**config.mk**
```make
export PLATFORM = sky130hd
export DESIGN_NAME = stopwatch_counter
export DESIGN_NICKNAME = d
export VERILOG_FILES = /design/src/rtl/stopwatch_pkg.sv /design/src/rtl/bcd_digit_counter.sv /design/src/rtl/stopwatch_counter.sv
export SDC_FILE = /design/constraint.sdc
export NUM_CORES = 1
export LEC_CHECK = 0
export ABC_AREA = 1
export BUFFER_PORTS_ARGS = -buffer_cell sky130_fd_sc_hd__buf_2
export CAP_MARGIN = 20
export CORE_MARGIN = 10
export CORE_UTILIZATION = 40
export CTS_CLUSTER_SIZE = 40
export DETAILED_ROUTE_END_ITERATION = 12
export GPL_ROUTABILITY_DRIVEN = 0
export HOLD_SLACK_MARGIN = 0.02
export SLEW_MARGIN = 20
export SYNTH_ARGS = -nofsm -noshare
export SYNTH_HDL_FRONTEND = slang
export SYNTH_SLANG_ARGS = --single-unit
export TNS_END_PERCENT = 1
```
**constraint.sdc**
```tcl
create_clock -name clk_in -period 1.2 [get_ports clk_in]
set_clock_uncertainty 0.1 [all_clocks]
set_input_delay 0.12 -clock clk_in [delete_from_list [all_inputs] [get_ports clk_in]]
set_output_delay 0.12 -clock clk_in [all_outputs]
set_load 0.05 [all_outputs]
```
**src/rtl/stopwatch_pkg.sv**
```systemverilog
// Shared types and constants for the stopwatch counter: FSM state encoding,
// BCD digit width and the per-digit roll-over limits.
package stopwatch_pkg;

    typedef enum logic [1:0] {
        IDLE  = 2'd0,
        RUN   = 2'd1,
        PAUSE = 2'd2
    } state_t;

    localparam int DIGIT_W = 4;

    localparam logic [DIGIT_W-1:0] LIMIT_NINE = 4'd9;
    localparam logic [DIGIT_W-1:0] LIMIT_FIVE = 4'd5;

endpackage

```
**src/rtl/bcd_digit_counter.sv**
```systemverilog
// Single BCD digit that counts 0..LIMIT on inc and rolls back to 0,
// with a combinational carry into the next digit of the chain.
module bcd_digit_counter
    import stopwatch_pkg::*;
#(
    parameter logic [DIGIT_W-1:0] LIMIT = LIMIT_NINE
) (
    input  logic               clk_in,
    input  logic               rst,
    input  logic               clr,
    input  logic               inc,
    output logic [DIGIT_W-1:0] digit,
    output logic               carry_out
);

    assign carry_out = inc && (digit == LIMIT);

    always_ff @(posedge clk_in) begin
        if (rst) begin
            digit <= '0;
        end else if (clr) begin
            digit <= '0;
        end else if (inc) begin
            digit <= (digit == LIMIT) ? '0 : digit + 4'd1;
        end
    end

endmodule

```
**src/rtl/stopwatch_counter.sv**
```systemverilog
// MM:SS.CC BCD stopwatch driven by rising edges of the 100 Hz divider output.
// Optional LAP_HOLD_EN macro adds a lap input that freezes the displayed digits.
//
// state | meaning
// IDLE  | count zero, stopped
// RUN   | counting one centisecond per 100 Hz rising edge
// PAUSE | stopped, count retained until clear
module stopwatch_counter
    import stopwatch_pkg::*;
#(
    parameter int MAX_MINUTES = 59
) (
    input  logic               clk_in,
    input  logic               rst,
    input  logic               clk_100hz_in,
    input  logic               start_stop,
    input  logic               clear,
`ifdef LAP_HOLD_EN
    input  logic               lap,
`endif
    output logic [DIGIT_W-1:0] cs_tens,
    output logic [DIGIT_W-1:0] cs_ones,
    output logic [DIGIT_W-1:0] s_tens,
    output logic [DIGIT_W-1:0] s_ones,
    output logic [DIGIT_W-1:0] m_tens,
    output logic [DIGIT_W-1:0] m_ones,
    output logic               running,
    output logic               overflow
);

    localparam logic [DIGIT_W-1:0] MAX_M_TENS = 4'(MAX_MINUTES / 10);
    localparam logic [DIGIT_W-1:0] MAX_M_ONES = 4'(MAX_MINUTES % 10);

    state_t state;
    state_t state_next;
    logic   prev;
    logic   tick;
    logic   count_en;
    logic   clr_count;

    logic [DIGIT_W-1:0] live_cs_ones;
    logic [DIGIT_W-1:0] live_cs_tens;
    logic [DIGIT_W-1:0] live_s_ones;
    logic [DIGIT_W-1:0] live_s_tens;
    logic [DIGIT_W-1:0] live_m_ones;
    logic [DIGIT_W-1:0] live_m_tens;
    logic               carry_cs_ones;
    logic               carry_cs_tens;
    logic               carry_s_ones;
    logic               min_inc;
    logic               at_max;
    logic               wrap;

    assign tick      = clk_100hz_in && !prev;
    assign count_en  = tick && (state == RUN);
    // Clear is ignored in RUN; in IDLE it is a no-op for the digits.
    assign clr_count = clear && (state != RUN);

    always_ff @(posedge clk_in) begin
        if (rst) begin
            prev  <= 1'b0;
            state <= IDLE;
        end else begin
            prev  <= clk_100hz_in;
            state <= state_next;
        end
    end

    always_comb begin
        state_next = state;
        case (state)
            IDLE: begin
                if (!clear && start_stop) state_next = RUN;
            end
            RUN: begin
                if (start_stop) state_next = PAUSE;
            end
            PAUSE: begin
                if (clear)           state_next = IDLE;
                else if (start_stop) state_next = RUN;
            end
            default: state_next = IDLE;
        endcase
    end

    assign running = (state == RUN);

    bcd_digit_counter #(.LIMIT(LIMIT_NINE)) u_cs_ones (
        .clk_in(clk_in), .rst(rst), .clr(clr_count), .inc(count_en),
        .digit(live_cs_ones), .carry_out(carry_cs_ones)
    );

    bcd_digit_counter #(.LIMIT(LIMIT_NINE)) u_cs_tens (
        .clk_in(clk_in), .rst(rst), .clr(clr_count), .inc(carry_cs_ones),
        .digit(live_cs_tens), .carry_out(carry_cs_tens)
    );

    bcd_digit_counter #(.LIMIT(LIMIT_NINE)) u_s_ones (
        .clk_in(clk_in), .rst(rst), .clr(clr_count), .inc(carry_cs_tens),
        .digit(live_s_ones), .carry_out(carry_s_ones)
    );

    bcd_digit_counter #(.LIMIT(LIMIT_FIVE)) u_s_tens (
        .clk_in(clk_in), .rst(rst), .clr(clr_count), .inc(carry_s_ones),
        .digit(live_s_tens), .carry_out(min_inc)
    );

    // Minutes wrap at MAX_MINUTES rather than a fixed digit limit.
    assign at_max = (live_m_tens == MAX_M_TENS) && (live_m_ones == MAX_M_ONES);
    assign wrap   = min_inc && at_max;

    always_ff @(posedge clk_in) begin
        if (rst || clr_count) begin
            live_m_tens <= '0;
            live_m_ones <= '0;
        end else if (min_inc) begin
            if (at_max) begin
                live_m_tens <= '0;
                live_m_ones <= '0;
            end else if (live_m_ones == LIMIT_NINE) begin
                live_m_ones <= '0;
                live_m_tens <= live_m_tens + 4'd1;
            end else begin
                live_m_ones <= live_m_ones + 4'd1;
            end
        end
    end

    always_ff @(posedge clk_in) begin
        if (rst || clr_count) begin
            overflow <= 1'b0;
        end else if (wrap) begin
            overflow <= 1'b1;
        end
    end

`ifdef LAP_HOLD_EN
    logic                   hold_active;
    logic [6*DIGIT_W-1:0]   hold_q;

    always_ff @(posedge clk_in) begin
        if (rst) begin
            hold_active <= 1'b0;
            hold_q      <= '0;
        end else if (clear || state_next == IDLE) begin
            hold_active <= 1'b0;
        end else if (lap && state == RUN) begin
            hold_active <= !hold_active;
            if (!hold_active) begin
                hold_q <= {live_m_tens, live_m_ones, live_s_tens, live_s_ones,
                           live_cs_tens, live_cs_ones};
            end
        end
    end

    assign {m_tens, m_ones, s_tens, s_ones, cs_tens, cs_ones} = hold_active ? hold_q :
           {live_m_tens, live_m_ones, live_s_tens, live_s_ones, live_cs_tens, live_cs_ones};
`else
    assign {m_tens, m_ones, s_tens, s_ones, cs_tens, cs_ones} =
           {live_m_tens, live_m_ones, live_s_tens, live_s_ones, live_cs_tens, live_cs_ones};
`endif

endmodule

```
# After elaboration in Yosys (flattened, before gate mapping)
# Index checks and enable logic that the tools add are counted.
[classes]
n_addsub = 6
eq_ne = 12
muxes = 13
reduce_logical = 18
[op_table]
columns = ["operator", "count"]
rows = [
  ["2-to-1 mux 4 bit", 8],
  ["adder 4 x 1 -> 4 bit, second input constant", 6],
  ["equality test 4 bit, second input constant", 4],
  ["logical AND 1 bit", 10],
  ["equality test 4 x 3 -> 1 bit, second input constant", 2],
  ["2-to-1 mux 2 bit", 4],
  ["case mux 2 bit (3 select lines)", 1],
  ["inequality test 2 bit, second input constant", 2],
  ["inequality test 3 bit, second input constant", 1],
  ["AND reduction 3 bit", 1],
  ["equality test 2 x 1 -> 1 bit, second input constant", 1],
  ["equality test 2 bit, second input constant", 1],
  ["logical NOT 1 bit", 2],
  ["logical NOT 2 bit", 1],
  ["inequality test 2 x 1 -> 1 bit, second input constant", 1],
  ["AND reduction 2 bit", 1],
  ["nonzero test 2 bit", 1],
  ["OR reduction 2 bit", 1],
  ["logical OR 1 bit", 1],
]
[word_totals]
wordCells = 58
out_inout_bits = 26
inputBits = 5
register_bits = 28

# Depth between registers and ports, before layout
[depth]
depth_word = 8
depth_mapped = 9
ltp_nobuf = 9

# Modules after synthesis
# A second synthesis with hierarchy kept.
[unflattened]
hier_cells = 200
area_unflattened_um2 = 1407.6
[modules_own_cells]
columns = ["mod", "instances", "area_each_um2", "seq_area_each_um2", "cells_each"]
rows = [
  ["bcd_digit_counter (u_cs_ones ...)", 3, 202.7, 80.1, 29],
  ["stopwatch_counter", 1, 608.1, 240.2, 84],
  ["bcd_digit_counter (u_s_tens)", 1, 191.4, 80.1, 29],
]

# Worst setup path before layout
# Ideal clock, no wire load.
[synth_timing]
path_type = "register to register"
from = "register u_s_tens.digit[2]"
to = "register live_m_tens[0], in the netlist m_tens[0]"
n_path_buf = 1
setup_ns = 0.065
required_time_ns = 1.035
synth_period_minus_slack_ns = 1.715
slack_ns = -0.515
t_arrival_ns = 1.550
path_stages_with_launch = 9
cell_sequence = "dfxtp_1 inv_1 or2_1 nor3_2 buf_4 nand3_2 clkinv_1 nor2_1 nor2_1"
[synth_via]
elab_chain_len = 3
[synth_rtl]
columns = ["item", "line", "rtl"]
rows = [
  ["start: declaration", "bcd_digit_counter.sv:12", "output logic [DIGIT_W-1:0] digit,"],
  ["start signal: assignment", "bcd_digit_counter.sv:24", "digit <= (digit == LIMIT) ? '0 : digit + 4'd1;"],
  ["equality test 4 x 3 -> 1 bit", "bcd_digit_counter.sv:16", "assign carry_out = inc && (digit == LIMIT);"],
  ["logical AND 1 bit", "bcd_digit_counter.sv:16", ""],
  ["AND reduction 2 bit (no line)", "--", ""],
  ["end signal: assignment", "stopwatch_counter.sv:122", "live_m_tens <= live_m_tens + 4'd1;"],
  ["end: declaration", "stopwatch_counter.sv:46", "logic [DIGIT_W-1:0] live_m_tens;"],
]
# No other way between the ends.
# A chain may end at the register's enable or synchronous reset.

# Worst setup path after layout
[layout_timing]
from = "register state[1]"
to = "register u_s_ones.digit[3]"
[layout_via]
elab_chain_len = 4
word_cells_on_any_way = 7
cone_classes = "2 x eq/ne; 5 x reduce/logical"
[layout_rtl]
columns = ["item", "line", "rtl"]
rows = [
  ["start: declaration", "stopwatch_counter.sv:34", "state_t state;"],
  ["start signal: assignment", "stopwatch_counter.sv:65", "state <= state_next;"],
  ["equality test 2 x 1 -> 1 bit", "stopwatch_counter.sv:55", "assign count_en = tick && (state == RUN);"],
  ["logical AND 1 bit", "stopwatch_counter.sv:55", ""],
  ["logical AND 1 bit (2 in series)", "bcd_digit_counter.sv:16", ""],
  ["end signal: assignment", "bcd_digit_counter.sv:24", ""],
  ["end: declaration", "bcd_digit_counter.sv:12", ""],
]
# Parallel ways exist; a longest one is shown, timed or not.

==> out/metrics.csv <==
stage,metric,value,unit
outcome,status,finished with violations,
outcome,violations,setup timing,
drt,ant_nets,0,
die,core,0.00339,mm2
sta,grt_setup_unrepaired,yes,
min_path,hold_class,primary input to register,
synthesis,ys_ff_latch,28,
sta,min_period,1510,ps
setup_path,crit_buf_inv,3,
global_routing,antenna_found_initial,0,
die,dieArea,0.00636,mm2
setup_path,crit_top_cell,buf_4,
setup_path,crit_path_start_kind,register,
job,maxCapViolCount,0,
die,fp-row-count,21,
global_routing,track_usage,12.9,%
clock_network,ctsHtreeMaxLevel,1,
cells_and_area,fin_util,71.3,%
die,io_pins,31,
power,ir_drop,0.000405,V
drt,wirelength,4030,um
die,die_h,79.8,um
sta,fin_crit_sh,126,%
cells_and_area,diodes,0,
global_routing,grt_overflow,0,
drt,met2WireLength,1980,um
clock_network,cts_max_path_buffers,2,
global_routing,grt_max_degree,16,
synthesis,synth_seq_area_share,39.2,%
setup_path,crit_slowest_cell,dfxtp_2,
setup_path,critPathRequiredTime,1350,ps
drt,vias,1529,
die,die_w,79.8,um
setup_path,cp_slowest_stage_delay,360,ps
cells_and_area,area_growth,69.2,%
sta,max_freq,0.662,GHz
sta,maxSlewHeadroom,72.2,%
placement,port_buffers,30,
global_routing,grt_first_pass_wirelength,6890,um
drt,first_pass_iters,4,
min_path,hold_start,rst,
die,initial_core_util,42.2,%
setup_path,critPathCaptureType,register,
drt,drc_errors,0,
cells_and_area,drive_gt1_share,48.1,%
min_path,min_path_cells,6,
clock_network,cts_inserted_buffers,3,
clock_network,clock-root-buffer,clkbuf_4,
clock_network,numClockSinks,28,
synthesis,netlist_instances,200,
synthesis,synthTopCellsByArea,"dfxtp_1 (39%), nand2_1 (10%), nor2_1 (8.1%), inv_1 (7.1%), a21oi_1 (5.3%)",
global_routing,first_global_vias,1570,
synthesis,synth_top_area_share,39.2,%
drt,vias_per_cell,4.65,
drt,drt_iter0_markers,81,
sta,fin_ws,-311,ps
power,finalPower,1.47,mW
power,leakagePower,1.06,nW
clock_network,path_clk_slew,160,ps
drt,routed.top_layer,met4,
sta,tightest_slew,416,ps
sta,finalHoldViolCount,0,
synthesis,yosys_warnings,0,
sta,slew_viol_final,0,
synthesis,syn_nets,209,
setup_path,timing.critical_path.arrival,1660,ps
synthesis,synth.distinct_cells,34,
synthesis,synth_area,0.00143,mm2
cells_and_area,nets,293,
setup_path,rr_worst_depth,9,
synthesis,yosysTopAreaCell,dfxtp_1,
setup_path,r2r_end,u_s_ones.digit[3],
clock_network,clkLatencyLatePin,330,ps
drt,met1_length,1760,um
drt,wl_per_cell,12.2,um
min_path,min_to,m_tens[3],
setup_path,reg2reg_slack,-310,ps
setup_path,r2r-start,state[1],
setup_path,worstPathMaxFanout,3,
placement,hpwl,2640,um
power,power_density,607,mW/mm2
setup_path,cp_top_family,simple AND/OR/NAND/NOR gates,
setup_path,critPathKind,register to register,
drt,wl_met3,260,um
setup_path,crit_chain,inv_2 > nand2_4 > nor2_4 > nand3_4 > buf_4 > buf_4 > nor2_2 > xor2_1 > nor2_1,
synthesis,syn-mean-instance-area,7.14,um2
clock_network,cts_tree,yes,
sta,setup_violations,31,
==> where the power goes <==
part	total (mW)	switching, mW	internal (mW)
Sequential	0.920	0.00510	0.915
Combinational	0.138	0.0757	0.0626
Clock	0.408	0.286	0.122
==> synth_stat cells, drive strengths merged <==
cell and number:
nand2 40, clkbuf 1, or2 2, a21oi 15, xor2 5, nand3 13
o211ai 1, nand4 6, xnor2 1, nor2 35, o21ai 7, inv 29
a211oi 1, buf 3, o22ai 1, dfxtp 28, ha 4, nor3 3
a31oi 1, nand3b 2, a221oi 1, clkinv 1
==> cell type report <==
| cell class | instances | area (um2) |
|---|---|---|
| well taps | 46 | 57.6 |
| multi-input cells | 138 | 798 |
| fillers | 279 | 972 |
| clock inverters | 1 | 3.75 |
| repair buffers | 83 | 800 |
| inverters | 30 | 118 |
| flip-flops and latches | 28 | 618 |
| clock buffers | 3 | 22.5 |
==> worst register-to-register path, stage by stage (launching register included) <==
cell	delay (ps)
dfxtp_2	360
inv_2	80
nand2_4	70
nor2_4	150
nand3_4	110
buf_4	140
buf_4	140
nor2_2	100
xor2_1	140
nor2_1	50
==> placed cells by master, fill, tap and decap left out, types with 3 or more instances in the layout <==
| cell | count |
|---|---|
| buf_2 | 4 |
| nor2_4 | 5 |
| xor2_1 | 5 |
| a21oi_1 | 13 |
| clkbuf_4 | 3 |
| ha_1 | 4 |
| nand2_1 | 33 |
| dfxtp_2 | 16 |
| inv_1 | 24 |
| dfxtp_4 | 10 |
| dlygate4sd3_1 | 4 |
| nand2_2 | 5 |
| nand3_1 | 11 |
| buf_4 | 39 |
| buf_6 | 25 |
| inv_2 | 4 |
| nor2_1 | 26 |
| buf_8 | 11 |
| o21ai_0 | 4 |
| nor2_2 | 4 |
| nand4_1 | 6 |
==> how the worst max path moves through the flow <==
stage,start,to,slack (ps),depth (start not counted)
after global routing,state[1],m_tens[0],-400,10
after global placement,u_cs_ones.digit[2],m_ones[1],-270,8
final,state[1],u_s_ones.digit[3],-310,9
after detailed placement,u_cs_tens.digit[2],m_ones[1],-290,8
after floorplan,u_s_tens.digit[2],m_tens[3],-250,8
after CTS,state[1],m_ones[2],-280,9
==> routing by layer <==
layer / track usage, % / vias to the layer above
li1: - / 803
met1: 15.7 / 697
met3: 4.05 / 2
met5: 0 / -
met2: 21.3 / 27
met4: 3.35 / 0
==> flip-flops by register name, summed over array words and instances, names as in the netlist <==
register,count
prev,1
u_s_tens.digit,4
u_s_ones.digit,4
overflow,1
u_cs_ones.digit,4
state,2
u_cs_tens.digit,4
m_ones,4
m_tens,4
==> cells by family (layout without fill, tap and decap cells) <==
| kind of cell | Yosys count | in the layout | share of synthesized area, % |
|---|---|---|---|
| AO/OA/AOI/OAI | 27 | 27 | 10.2 |
| buffers and inverters | 34 | 117 | 9.81 |
| AND/OR/NAND/NOR | 101 | 101 | 33.5 |
| flip-flops | 28 | 28 | 39.2 |
| XOR/XNOR | 6 | 6 | 3.68 |
| adder cells (fa/ha/maj) | 4 | 4 | 3.50 |
==> through the flow <==
stage / hold WS (ps) / std cells / setup WS, ps / area [um2] / TNS (ps)
3_3_place_gp: 237 / 312 / -273 / 1970 / -4160
5_1_grt: 220 / 329 / -402 / 2420 / -8700
6_report: 197 / 329 / -311 / 2420 / -5750
2_1_floorplan: 91.2 / 200 / -248 / 1480 / -3830
4_1_cts: 187 / 327 / -280 / 2340 / -5320
3_5_place_dp: 239 / 312 / -294 / 1970 / -4690
==> timing repair <==
| action | in CTS | in global routing |
|---|---|---|
| hold endpoints to repair | 3 | 0 |
| setup buffers | 6 | 4 |
| hold buffers | 4 | 0 |
| pin swaps | 8 | 9 |
| endpoints found under the setup margin | 49 | 47 |
| gates cloned | 1 | 0 |
| gates resized for setup | 73 | 34 |
Note: power is estimated with default switching activity, not from simulation.
